===== src/rtl/exc_gen_if.sv =====
// exc_gen_if: pipeline-side and CP0-side signals of the exception generator
interface exc_gen_if;
    logic        stall;
    logic        flush_i;
    logic        valid_i;
    logic [31:0] pc_i;
    logic        in_delay_i;
    logic        adel_i;
    logic        ri_i;
    logic        ov_i;
    logic        sys_i;
    logic        bp_i;
    logic        ades_i;
    logic        eret_i;
    logic [5:0]  hw_int_i;
    logic [31:0] status_i;
    logic [31:0] cause_i;
    logic [4:0]  exccode_o;
    logic [31:0] pc_o;
    logic        in_delay_o;
    logic [5:0]  int_o;

    modport master (
        output stall, flush_i, valid_i, pc_i, in_delay_i, adel_i, ri_i, ov_i,
               sys_i, bp_i, ades_i, eret_i, hw_int_i, status_i, cause_i,
        input  exccode_o, pc_o, in_delay_o, int_o
    );

    modport slave (
        input  stall, flush_i, valid_i, pc_i, in_delay_i, adel_i, ri_i, ov_i,
               sys_i, bp_i, ades_i, eret_i, hw_int_i, status_i, cause_i,
        output exccode_o, pc_o, in_delay_o, int_o
    );
endinterface


===== src/rtl/exc_gen.sv =====
// exc_gen: MEM-stage exception prioritiser with one-shot reporting to CP0
module exc_gen (
    input logic     clk,
    input logic     rst_n,
    exc_gen_if.slave bus
);
    typedef enum logic {IDLE, BLOCK} state_t;

    localparam logic [4:0] NONE = 5'h10;

    state_t      state_q, state_d;
    logic        valid_q, valid_d;
    logic [31:0] pc_q, pc_d;
    logic        dly_q, dly_d;
    logic [6:0]  flags_q, flags_d;
    logic [5:0]  sync1_q, sync2_q;
    logic        int_pend;
    logic [4:0]  code;
    logic        unused;

    assign unused   = ^{bus.status_i[31:16], bus.status_i[7:2], bus.cause_i[31:16], bus.cause_i[7:0]};
    assign int_pend = bus.status_i[0] & ~bus.status_i[1] & |(bus.cause_i[15:8] & bus.status_i[15:8]);

    // Highest-priority cause of the held instruction; silent when empty or in the dead cycle
    always_comb begin
        code = NONE;
        if (state_q == IDLE && valid_q)
            code = int_pend   ? 5'h00 :
                   flags_q[0] ? 5'h04 :
                   flags_q[1] ? 5'h0a :
                   flags_q[2] ? 5'h0c :
                   flags_q[3] ? 5'h08 :
                   flags_q[4] ? 5'h09 :
                   flags_q[5] ? 5'h05 :
                   flags_q[6] ? 5'h11 : NONE;
        state_d = (state_q == IDLE && code != NONE) ? BLOCK : IDLE;
    end

    // Stage load on no-stall; a flush or a just-reported event empties the stage
    always_comb begin
        valid_d = bus.stall ? valid_q : bus.valid_i;
        pc_d    = bus.stall ? pc_q    : bus.pc_i;
        dly_d   = bus.stall ? dly_q   : bus.in_delay_i;
        flags_d = bus.stall ? flags_q :
                  {bus.eret_i, bus.ades_i, bus.bp_i, bus.sys_i, bus.ov_i, bus.ri_i, bus.adel_i};
        if (bus.flush_i || code != NONE)
            valid_d = 1'b0;
    end

    // Stage register, FSM and two-flop interrupt synchroniser
    always_ff @(posedge clk or negedge rst_n) begin
        if (!rst_n) begin
            state_q <= IDLE;
            valid_q <= 1'b0;
            pc_q    <= '0;
            dly_q   <= 1'b0;
            flags_q <= '0;
            sync1_q <= '0;
            sync2_q <= '0;
        end else begin
            state_q <= state_d;
            valid_q <= valid_d;
            pc_q    <= pc_d;
            dly_q   <= dly_d;
            flags_q <= flags_d;
            sync1_q <= bus.hw_int_i;
            sync2_q <= sync1_q;
        end
    end

    assign bus.exccode_o  = code;
    assign bus.pc_o       = pc_q;
    assign bus.in_delay_o = dly_q;
    assign bus.int_o      = sync2_q;
endmodule


===== src/flat_wrapper.sv =====
// flat-port wrapper written by rule: the top's interface ports become plain ports
module exc_gen_flat 
  (clk, rst_n, bus_stall, bus_flush_i, bus_valid_i, bus_pc_i, bus_in_delay_i, bus_adel_i, bus_ri_i, bus_ov_i, bus_sys_i, bus_bp_i, bus_ades_i, bus_eret_i, bus_hw_int_i, bus_status_i, bus_cause_i, bus_exccode_o, bus_pc_o, bus_in_delay_o, bus_int_o);
  exc_gen_if bus_i ();
  input logic clk;
  input logic rst_n;
  input wire logic [$bits(bus_i.stall)-1:0] bus_stall;
  input wire logic [$bits(bus_i.flush_i)-1:0] bus_flush_i;
  input wire logic [$bits(bus_i.valid_i)-1:0] bus_valid_i;
  input wire logic [$bits(bus_i.pc_i)-1:0] bus_pc_i;
  input wire logic [$bits(bus_i.in_delay_i)-1:0] bus_in_delay_i;
  input wire logic [$bits(bus_i.adel_i)-1:0] bus_adel_i;
  input wire logic [$bits(bus_i.ri_i)-1:0] bus_ri_i;
  input wire logic [$bits(bus_i.ov_i)-1:0] bus_ov_i;
  input wire logic [$bits(bus_i.sys_i)-1:0] bus_sys_i;
  input wire logic [$bits(bus_i.bp_i)-1:0] bus_bp_i;
  input wire logic [$bits(bus_i.ades_i)-1:0] bus_ades_i;
  input wire logic [$bits(bus_i.eret_i)-1:0] bus_eret_i;
  input wire logic [$bits(bus_i.hw_int_i)-1:0] bus_hw_int_i;
  input wire logic [$bits(bus_i.status_i)-1:0] bus_status_i;
  input wire logic [$bits(bus_i.cause_i)-1:0] bus_cause_i;
  output wire logic [$bits(bus_i.exccode_o)-1:0] bus_exccode_o;
  output wire logic [$bits(bus_i.pc_o)-1:0] bus_pc_o;
  output wire logic [$bits(bus_i.in_delay_o)-1:0] bus_in_delay_o;
  output wire logic [$bits(bus_i.int_o)-1:0] bus_int_o;
  assign bus_i.stall = bus_stall;
  assign bus_i.flush_i = bus_flush_i;
  assign bus_i.valid_i = bus_valid_i;
  assign bus_i.pc_i = bus_pc_i;
  assign bus_i.in_delay_i = bus_in_delay_i;
  assign bus_i.adel_i = bus_adel_i;
  assign bus_i.ri_i = bus_ri_i;
  assign bus_i.ov_i = bus_ov_i;
  assign bus_i.sys_i = bus_sys_i;
  assign bus_i.bp_i = bus_bp_i;
  assign bus_i.ades_i = bus_ades_i;
  assign bus_i.eret_i = bus_eret_i;
  assign bus_i.hw_int_i = bus_hw_int_i;
  assign bus_i.status_i = bus_status_i;
  assign bus_i.cause_i = bus_cause_i;
  assign bus_exccode_o = bus_i.exccode_o;
  assign bus_pc_o = bus_i.pc_o;
  assign bus_in_delay_o = bus_i.in_delay_o;
  assign bus_int_o = bus_i.int_o;
  exc_gen u_core (.clk(clk), .rst_n(rst_n), .bus(bus_i));
endmodule

===== config.mk =====
export PLATFORM = sky130hd
export DESIGN_NAME = exc_gen_flat
export DESIGN_NICKNAME = d
export VERILOG_FILES = /design/src/rtl/exc_gen_if.sv /design/src/rtl/exc_gen.sv /design/src/flat_wrapper.sv
export SDC_FILE = /design/constraint.sdc
export NUM_CORES = 1
export LEC_CHECK = 0
export BUFFER_PORTS_ARGS = -buffer_cell sky130_fd_sc_hd__buf_2
export CAP_MARGIN = 20
export CELL_PAD_IN_SITES_DETAIL_PLACEMENT = 1
export CELL_PAD_IN_SITES_GLOBAL_PLACEMENT = 1
export CORE_MARGIN = 3
export CORE_UTILIZATION = 31
export CTS_CLUSTER_DIAMETER = 40
export DETAILED_ROUTE_END_ITERATION = 8
export GPL_TIMING_DRIVEN = 1
export PLACE_DENSITY_LB_ADDON = 0.1
export SYNTH_ARGS = -nofsm -noshare
export SYNTH_HDL_FRONTEND = slang
export SYNTH_SLANG_ARGS = --single-unit

===== constraint.sdc =====
create_clock -name clk -period 2.2 [get_ports clk]
set_input_delay 0.11 -clock clk [delete_from_list [all_inputs] [get_ports clk]]
set_output_delay 0.11 -clock clk [all_outputs]
set_load 0.03 [all_outputs]

==> results of run 1 <==
## cell usage after synthesis (all sizes together)
cell and n:
o31a 1, a21oi 2, mux2i 1, o21a 1, mux2 40, buf 4, inv 1, nor4b 1
or3 2, nor2 5, nand2 1, a41oi 1, clkbuf 1, o41ai 1, nor2b 1, nand2b 2
dfrtp 54, nor3 2, a22oi 4
## state kept, by name, summed over array words and instances (netlist names)
signal and flops:
u_core.state_q 1, u_core.bus.int_o 6, u_core.valid_q 1, u_core.sync1_q 6, u_core.bus.in_delay_o 1, u_core.bus.pc_o 32
u_core.flags_q 7
## routing by layer
| layer | vias to the layer above | GRT usage [%] | wire [µm] |
|---|---|---|---|
| li1 | 690 | - | - |
| met1 | 713 | 15.1 | 1810 |
| met2 | 64 | 21.7 | 2380 |
| met3 | 2 | 5.30 | 569 |
| met4 | 0 | 3.35 | 24 |
| met5 | - | 0 | 0 |
## cell families after synthesis
family | share of synthesized area [%]
AOI/OAI and AO/OA | 5.03
buffers and inverters | 1.35
DFF | 66.3
and+or+nand+nor | 4.79
muxes | 22.6
## layout make-up
type | count | area, µm²
Tap cell | 75 | 93.8
Multi-Input combinational cell | 65 | 661
Sequential cell | 54 | 1350
Inverter | 1 | 3.75
Clock buffer | 5 | 68.8
Fill cell | 678 | 3250
Timing Repair Buffer | 123 | 676
Clock inverter | 3 | 25.0
## worst max-delay path, delay by kind of cell (launching register included)
| family | cells | cell delay [ps] |
|---|---|---|
| buffers and inverters | 1 | 230 |
| AND/OR/NAND/NOR | 3 | 750 |
| flip-flops | 1 | 390 |
## timing repair
| action | CTS | global route |
|---|---|---|
| hold buffers | 8 | 0 |
| setup buffers | 0 | 0 |
| endpoints found under the setup margin | 0 | 0 |
| hold endpoints to repair | 33 | 0 |
## worst min path at each step
| stage | startpoint | endpoint | slack [ps] |
|---|---|---|---|
| final | bus_pc_i[23] | u_core.bus.pc_o[23] | 30 |
| after CTS | bus_pc_i[22] | u_core.bus.pc_o[22] | 20 |
| after global routing | bus_pc_i[14] | u_core.bus.pc_o[14] | 20 |
| after floorplan | rst_n | u_core.bus.in_delay_o | -190 |
| after global placement | rst_n | u_core.bus.pc_o[8] | 170 |
| after detailed placement | rst_n | u_core.bus.pc_o[8] | 180 |
## metrics by stage
step / total power, µW / instances
2_1_floorplan: 1400 / 125
3_3_place_gp: 1580 / 310
3_5_place_dp: 1590 / 310
4_1_cts: 2170 / 326
5_1_grt: 2240 / 326
6_report: 2120 / 326
## power by group
group	internal (µW)	total [µW]	switching [µW]
Sequential	1080	1120	43.7
Combinational	186	448	262
Clock	230	554	324
==> results.sh, run 1 <==
export IMPL_place_ws_ps=665
export IMPL_rows=28
export IMPL_final_common_cell="buf_2"
export IMPL_ys_seq_area_share_pct=66.3
export IMPL_avgSynthCellArea_um2=16.3
export IMPL_outcome="finished, final reports clean"
export IMPL_clk_path_buf_depth=2
export IMPL_r2r_cells=3
export IMPL_synth_cells=125
export IMPL_place_area_um2=2710
export IMPL_vias_per_cell=4.51
export IMPL_p_leak_uw=0.00140
export IMPL_cts_max_level=2
export IMPL_worstSetupStartpointType="flip-flop"
export IMPL_startpoint="u_core.state_q"
export IMPL_ys_types=21
export IMPL_path_clk_slew_ps=100
export IMPL_grt_remaining_overflow=0
export IMPL_hp_class="in2reg"
export IMPL_gp_congestion=0.704
export IMPL_ir_worst_vdd_v=0.000447
export IMPL_reg2reg_slack_ps=870
export IMPL_ys_warn_count=0
export IMPL_fmax_mhz=562
export IMPL_cts_resized_gates=0
export IMPL_fp_dieW_um=87.1
export IMPL_skew_ps=8.62
export IMPL_port_buffers=112
export IMPL_post_route_util_pct=47.0
export IMPL_design_area_um2=2880
export IMPL_grt_use_total_pct=12.8
export IMPL_worst_pin_slew_ps=657
export IMPL_grt_setup_unrepaired="no"
export IMPL_start_util_pct=33.3
export IMPL_diodes=0
export IMPL_r2r_start="u_core.flags_q[0]"
export IMPL_grt_antenna_before_repair=0
export IMPL_drt_iter0_drc=28
export IMPL_crit_fanout=3
export IMPL_cts_sinks=54
export IMPL_slowest_delay_ps=390
export IMPL_fin_crit_ps=1780
export IMPL_cts_made_buffers=5
export IMPL_yosys_area_top_type_share_pct=66.3
export IMPL_timing_hold_ws_ps=30.3
export IMPL_drt_pass1_iterations=4
export IMPL_final_setup_viol_count=0
export IMPL_finalWorstSetupSlack_ps=421
export IMPL_core_um2=6130
export IMPL_slew_headroom_pct=56.2
export IMPL_cts_tree="yes"
export IMPL_area_delta_synth_final_pct=41.2
export IMPL_io_pins=159
export IMPL_syn_nets=240
export IMPL_fin_tns_setup_ps=0
export IMPL_post_route_period_util_pct=80.9
export IMPL_ys_seq_elements=54
export IMPL_fin_nets=365
export IMPL_cp_endpoint="bus_exccode_o[0]"
export IMPL_grt_pass1_vias=1609
export IMPL_die_y_um=87.1
export IMPL_syn_area_um2=2040
export IMPL_slew_violations=0
export IMPL_vias=1469
export IMPL_final_cell_mix="buf_2, dfrtp_1, mux2_2, dlygate4sd3_1"
export IMPL_endpoint_kind="output pin"
export IMPL_hold_violations=0
export IMPL_max_cap_violations=0
export IMPL_grt_pass1_wl_um=7600
export IMPL_holdPathStages=2
export IMPL_yosysTopAreaCell="dfrtp_1"
export IMPL_crit_arrival_ps=1670
export IMPL_dieArea_um2=7590
export IMPL_worstSkewPairLatency_ps=300
export IMPL_required_ps=2090
export IMPL_grt_max_degree=29
export IMPL_synth_area_top_cells="dfrtp_1, mux2_2, a22oi_2"
export IMPL_critical_path_class="reg2out"
export IMPL_pwr_density_cell_nw_per_um2=738
export IMPL_slowest_stage="dfrtp_1"
export IMPL_routed_wl_um=4780
export IMPL_remaining_drc_errors=0
export IMPL_cts_root_buf="clkbuf_8"
export IMPL_wl_per_cell_um=14.7
export IMPL_final_layout_size_suffix_gt1_share_pct=68.5
export IMPL_hpwl_um=3760
export IMPL_postRouteAntennaNets=0
export IMPL_cp_cell_sequence="nand2b_1 > or3_4 > nor4b_4 > buf_2"
export IMPL_rr_endpoint="u_core.valid_q"
(Power assumes the default switching activity.)
==> inputs of run 2 (changes only) <==
--- a/config.mk
+++ b/config.mk
@@ -5,12 +5,13 @@
 export SDC_FILE = /design/constraint.sdc
 export NUM_CORES = 1
 export LEC_CHECK = 0
+export ABC_AREA = 1
 export BUFFER_PORTS_ARGS = -buffer_cell sky130_fd_sc_hd__buf_2
 export CAP_MARGIN = 20
 export CELL_PAD_IN_SITES_DETAIL_PLACEMENT = 1
 export CELL_PAD_IN_SITES_GLOBAL_PLACEMENT = 1
 export CORE_MARGIN = 3
-export CORE_UTILIZATION = 31
+export CORE_UTILIZATION = 24
 export CTS_CLUSTER_DIAMETER = 40
 export DETAILED_ROUTE_END_ITERATION = 8
 export GPL_TIMING_DRIVEN = 1
==> constraint.sdc (replaced) <==
create_clock -name clk -period 1.55 [get_ports clk]
set_input_delay 0.0775 -clock clk [delete_from_list [all_inputs] [get_ports clk]]
set_output_delay 0.0775 -clock clk [all_outputs]
set_load 0.03 [all_outputs]
==> run 2 against run 1 <==
Effect of this change:
- combinational power up 63%
- global-route usage up 0.60 points
- critical path type unchanged
- utilization fell by 5.9 points
- die area is 29% higher
- critical path depth is 2 higher
- clock skew grew 1.2 ps
- final cell count grew 55%
- via count grew 40%
- sequential share of layout area shrank 7.2 points
- hold slack gained 20 ps
- wire length up 32%
==> results.sh, run 2 <==
export IMPL_hpwl_um=4150
export IMPL_synth_cells=233
export IMPL_rr_endpoint="u_core.valid_q"
export IMPL_ys_types=15
export IMPL_final_layout_size_suffix_gt1_share_pct=35.8
export IMPL_pwr_density_cell_nw_per_um2=958
export IMPL_rows=33
export IMPL_dieArea_um2=9800
export IMPL_max_cap_violations=0
export IMPL_syn_nets=348
export IMPL_post_route_period_util_pct=92.0
export IMPL_ys_seq_elements=54
export IMPL_reg2reg_slack_ps=310
export IMPL_vias_per_cell=4.08
export IMPL_skew_ps=9.86
export IMPL_worst_pin_slew_ps=309
export IMPL_final_common_cell="nand2_1"
export IMPL_die_y_um=99
export IMPL_fp_dieW_um=99
export IMPL_cts_sinks=54
export IMPL_synth_flop_cell="dfrtp_1"
export IMPL_hold_path_end="u_core.valid_q"
export IMPL_final_setup_viol_count=0
export IMPL_avgSynthCellArea_um2=8.91
export IMPL_synth_top_cells_by_count="nand2_1, dfrtp_1, nor2_1"
export IMPL_slew_headroom_pct=79.4
export IMPL_grt_max_degree=55
export IMPL_crit_arrival_ps=1350
export IMPL_clk_path_buf_depth=2
export IMPL_outcome="finished, final reports clean"
export IMPL_area_delta_synth_final_pct=64.0
export IMPL_synth_edf_count=0
export IMPL_port_buffers=112
export IMPL_worstSetupStartpointType="flip-flop"
export IMPL_grt_setup_unrepaired="yes"
export IMPL_final_cell_mix="nand2_1, buf_2, dfrtp_1, dlygate4sd3_1, nor2_1"
export IMPL_critical_path_class="reg2out"
export IMPL_diodes=0
export IMPL_synth_area_top_cells="dfrtp_1, nand2_1, nor2_1"
export IMPL_drt_pass1_iterations=4
export IMPL_wl_per_cell_um=12.5
export IMPL_async_flop_share_pct=100
export IMPL_grt_use_total_pct=13.4
export IMPL_r2r_cells=8
export IMPL_p_leak_uw=0.00188
export IMPL_grt_pass1_wl_um=10500
export IMPL_required_ps=1470
export IMPL_syn_area_um2=2080
export IMPL_cts_made_buffers=5
export IMPL_yosysTopAreaCell="dfrtp_1"
export IMPL_grt_antenna_before_repair=0
export IMPL_core_um2=8300
export IMPL_yosys_area_top_type_share_pct=65.1
export IMPL_routed_wl_um=6330
export IMPL_r2r_start="u_core.flags_q[2]"
export IMPL_hp_class="in2reg"
export IMPL_design_area_um2=3400
export IMPL_largest_reg_flops=32
export IMPL_crit_fanout=4
export IMPL_remaining_drc_errors=0
export IMPL_ir_worst_vdd_v=0.000436
export IMPL_slew_violations=0
export IMPL_io_pins=159
export IMPL_endpoint_kind="output pin"
export IMPL_vias=2061
export IMPL_cts_tree="yes"
export IMPL_hp_start="bus_flush_i"
export IMPL_place_area_um2=2790
export IMPL_fin_crit_ps=1430
export IMPL_ys_warn_count=0
export IMPL_fmax_mhz=702
export IMPL_holdPathStages=4
export IMPL_path_clk_slew_ps=100
export IMPL_cts_root_buf="clkbuf_8"
export IMPL_fin_nets=514
export IMPL_hold_violations=0
export IMPL_cts_max_level=2
export IMPL_yosys_cell_count_top_type="nand2_1"
export IMPL_grt_pass1_vias=2259
export IMPL_worstSkewPairLatency_ps=310
export IMPL_postRouteAntennaNets=0
export IMPL_ys_seq_area_share_pct=65.1
export IMPL_grt_remaining_overflow=0
export IMPL_start_util_pct=25.0
export IMPL_post_route_util_pct=41.0
export IMPL_drt_iter0_drc=15
export IMPL_gp_congestion=0.744
run 2: worst max-delay path by stage:
stage | start | end
4_1_cts | u_core.flags_q[2] | bus_exccode_o[4]
2_1_floorplan | u_core.state_q | bus_exccode_o[0]
3_3_place_gp | u_core.flags_q[2] | bus_exccode_o[4]
5_1_grt | u_core.flags_q[3] | bus_exccode_o[4]
3_5_place_dp | u_core.flags_q[2] | bus_exccode_o[4]
6_report | u_core.flags_q[2] | bus_exccode_o[2]
run 2: what timing repair did:
item                                    4_1_cts  5_1_grt
buffers inserted                              0        2
gates resized for setup                       0       10
endpoints found under the setup margin        0        3
hold buffers                                 47        0
hold endpoints to repair                    100        0
run 2: worst max-delay path, cell delays in order, from the launching register on:
cell and delay (ps):
dfrtp_1 420, buf_4 140, nor2_1 100, nand2_1 60, nand3_1 100, nor2_1 50, buf_4 160
run 2: cells by family (layout without fill, tap and decap cells):
family / after synthesis / after routing / share of synthesized area [%]
compound gates: 6 / 6 / 1.63
buf+inv: 17 / 184 / 3.38
flops: 54 / 54 / 65.1
simple gates: 156 / 156 / 29.9
run 2: routing by layer:
| metal | GRT usage [%] | part of all wire, % | vias up |
|---|---|---|---|
| met5 | 0 | 0 | - |
| met4 | 3.47 | 0.85 | 0 |
| met3 | 5.02 | 8.4 | 4 |
| met2 | 24.1 | 50 | 68 |
| met1 | 14.8 | 41 | 958 |
| li1 | - | - | 1031 |
run 2: power breakdown:
group | total [µW] | switching (µW) | internal (µW)
clock | 949 | 468 | 481
combinational | 728 | 435 | 293
sequential | 1580 | 61.3 | 1520
run 2: stage by stage:
stage | power [µW] | setup WS, ps | hold slack [ps] | TNS [ps] | std cells
detailed placement | 2240 | 395 | 105 | 0 | 448
floorplan | 1970 | 145 | -218 | 0 | 233
finish | 3260 | 125 | 49.9 | 0 | 505
global placement | 2230 | 376 | 103 | 0 | 448
CTS | 3310 | 26.5 | 37.4 | 0 | 503
global route | 3470 | -11.6 | 38.4 | -12.7 | 505
run 2: cell type report:
type                    count  area [µm²]
repair buffers            167        1110
clock buffers               5        68.8
fillers                  1003        4890
well taps                 105         131
clock inverters             3        45.0
multi-input cells         162         659
inverters                   9        33.8
flip-flops and latches     54        1350
==> inputs of run 3 (changes only) <==
--- a/config.mk
+++ b/config.mk
@@ -11,10 +11,11 @@
 export CELL_PAD_IN_SITES_DETAIL_PLACEMENT = 1
 export CELL_PAD_IN_SITES_GLOBAL_PLACEMENT = 1
 export CORE_MARGIN = 3
-export CORE_UTILIZATION = 24
+export CORE_UTILIZATION = 27
 export CTS_CLUSTER_DIAMETER = 40
 export DETAILED_ROUTE_END_ITERATION = 8
 export GPL_TIMING_DRIVEN = 1
+export HOLD_SLACK_MARGIN = 0.02
 export PLACE_DENSITY_LB_ADDON = 0.1
 export SYNTH_ARGS = -nofsm -noshare
 export SYNTH_HDL_FRONTEND = slang
==> constraint.sdc (replaced) <==
create_clock -name clk -period 1.57 [get_ports clk]
set_input_delay 0.0785 -clock clk [delete_from_list [all_inputs] [get_ports clk]]
set_output_delay 0.0785 -clock clk [all_outputs]
set_load 0.03 [all_outputs]
==> run 3 against run 2 <==
Effect of this change:
- clock-buffer cell count did not move
- final cell count fell by 2.2%
- combinational power fell by 3.6%
- die area fell by 10%
- register-to-register slack improved by 140 ps
- non-clock buffer count fell by 5
- first-iteration DRC count rose by 93%
- hold slack improved by 3.3 ps
- total power fell by 6.2%
- setup slack got worse by 19 ps
- final area fell by 1.7%
- sequential share of layout area rose by 0.67 points
- critical endpoint unchanged
- largest power group unchanged
- highest routed layer unchanged
==> results.sh, run 3 (synthesized netlist as in run 2, its figures left out) <==
export IMPL_critical_path_class="reg2out"
export IMPL_outcome="finished, final reports clean"
export IMPL_cp_common_cell="nand3_1"
export IMPL_die_y_um=93.7
export IMPL_gp_congestion=0.747
export IMPL_holdPathStages=4
export IMPL_final_setup_viol_count=0
export IMPL_fin_crit_ps=1460
export IMPL_grt_max_degree=55
export IMPL_design_area_um2=3350
export IMPL_cts_root_buf="clkbuf_8"
export IMPL_fp_dieW_um=93.7
export IMPL_pwr_density_cell_nw_per_um2=914
export IMPL_required_ps=1490
export IMPL_hp_start="bus_flush_i"
export IMPL_ir_worst_vdd_v=0.000382
export IMPL_p_total_uw=3060
export IMPL_final_common_cell="nand2_1"
export IMPL_slowest_delay_ps=400
export IMPL_r2r_cells=5
export IMPL_reg2reg_slack_ps=450
export IMPL_cts_made_buffers=5
export IMPL_fin_nets=509
export IMPL_postRouteAntennaNets=0
export IMPL_vias_per_cell=4.19
export IMPL_path_clk_slew_ps=100
export IMPL_grt_pass1_vias=2130
export IMPL_slew_headroom_pct=73.0
export IMPL_final_cell_mix="nand2_1, buf_2, dfrtp_1, dlygate4sd3_1, nor2_1"
export IMPL_grt_antenna_before_repair=0
export IMPL_cts_max_level=2
export IMPL_startpoint="u_core.flags_q[4]"
export IMPL_routed_wl_um=5920
export IMPL_crit_arrival_ps=1390
export IMPL_rows=31
export IMPL_grt_use_total_pct=13.4
export IMPL_cts_sinks=54
export IMPL_worstSkewPairLatency_ps=300
export IMPL_remaining_drc_errors=0
export IMPL_finalWorstSetupSlack_ps=105
export IMPL_worstSetupStartpointType="flip-flop"
export IMPL_cts_setup_buffers=0
export IMPL_io_pins=159
export IMPL_hp_class="in2reg"
export IMPL_hpwl_um=3940
export IMPL_dieArea_um2=8780
export IMPL_cts_tree="yes"
export IMPL_diodes=0
export IMPL_endpoint_kind="output pin"
export IMPL_final_layout_size_suffix_gt1_share_pct=34.7
export IMPL_fin_tns_setup_ps=0
export IMPL_rr_endpoint="u_core.valid_q"
export IMPL_fmax_mhz=683
export IMPL_r2r_start="u_core.flags_q[5]"
export IMPL_port_buffers=112
export IMPL_grt_setup_unrepaired="no"
export IMPL_core_um2=7370
export IMPL_slowest_stage="dfrtp_1"
export IMPL_vias=2068
export IMPL_max_cap_violations=0
export IMPL_skew_ps=2.42
export IMPL_drt_iter0_drc=29
export IMPL_cp_cell_sequence="inv_1 > nand3_1 > nand2_1 > nand3_1 > nor2_1 > buf_2"
export IMPL_slew_violations=0
export IMPL_hold_violations=0
export IMPL_wl_per_cell_um=12.0
export IMPL_clk_path_buf_depth=2
export IMPL_p_leak_uw=0.00185
export IMPL_largest_reg_flops=32
export IMPL_grt_remaining_overflow=0
export IMPL_hold_path_end="u_core.valid_q"
export IMPL_place_area_um2=2770
export IMPL_post_route_period_util_pct=93.3
export IMPL_place_ws_ps=412
export IMPL_area_delta_synth_final_pct=61.3
export IMPL_drt_pass1_iterations=3
export IMPL_start_util_pct=28.2
export IMPL_worst_pin_slew_ps=405
export IMPL_crit_fanout=3
export IMPL_post_route_util_pct=45.4
export IMPL_grt_pass1_wl_um=9390
-- run 3: metrics by stage --
stage / hold WS, ps / instances
after detailed placement: 98.5 / 439
after global placement: 99.8 / 439
after global routing: 63.8 / 494
after floorplan: -217 / 233
final: 53.2 / 494
after CTS: 36.7 / 494
-- run 3: cell type report --
class / instances / area, µm²
clock buffers: 5 / 68.8
clock inverters: 3 / 25.0
fillers: 884 / 4020
inverters: 9 / 33.8
multi-input cells: 162 / 662
flip-flops and latches: 54 / 1350
well taps: 99 / 124
repair buffers: 162 / 1080
-- run 3: layer usage --
layer	up-vias	routed length [µm]	global-route usage (%)	share of wire [%]
met4	0	29	3.25	0.49
met2	67	2980	24.1	50
met3	2	542	5.05	9.2
met5	-	0	0	0
met1	977	2370	15.0	40
li1	1022	-	-	-
-- run 3: power by group --
part	switching, µW	total [µW]	internal (µW)
logic	423	702	279
registers	59.2	1560	1500
clock network	471	794	323
total	953	3060	2110
-- run 3: worst max path at each step --
stage,cells after the start,to
6_report,6,bus_exccode_o[2]
5_1_grt,6,bus_exccode_o[4]
4_1_cts,6,bus_exccode_o[0]
3_5_place_dp,6,bus_exccode_o[0]
3_3_place_gp,6,bus_exccode_o[0]
2_1_floorplan,5,bus_exccode_o[0]
-- run 3: timing repair --
| action | CTS | global route |
|---|---|---|
| resized for setup | 0 | 6 |
| hold buffers | 47 | 0 |
| hold endpoints to repair | 100 | 0 |
| endpoints found under the setup margin | 0 | 2 |
-- run 3: critical path, delay by kind of cell (launching register included) --
kind / cells / cell delay [ps]
simple gates: 4 / 380
buf+inv: 2 / 300
flops: 1 / 400
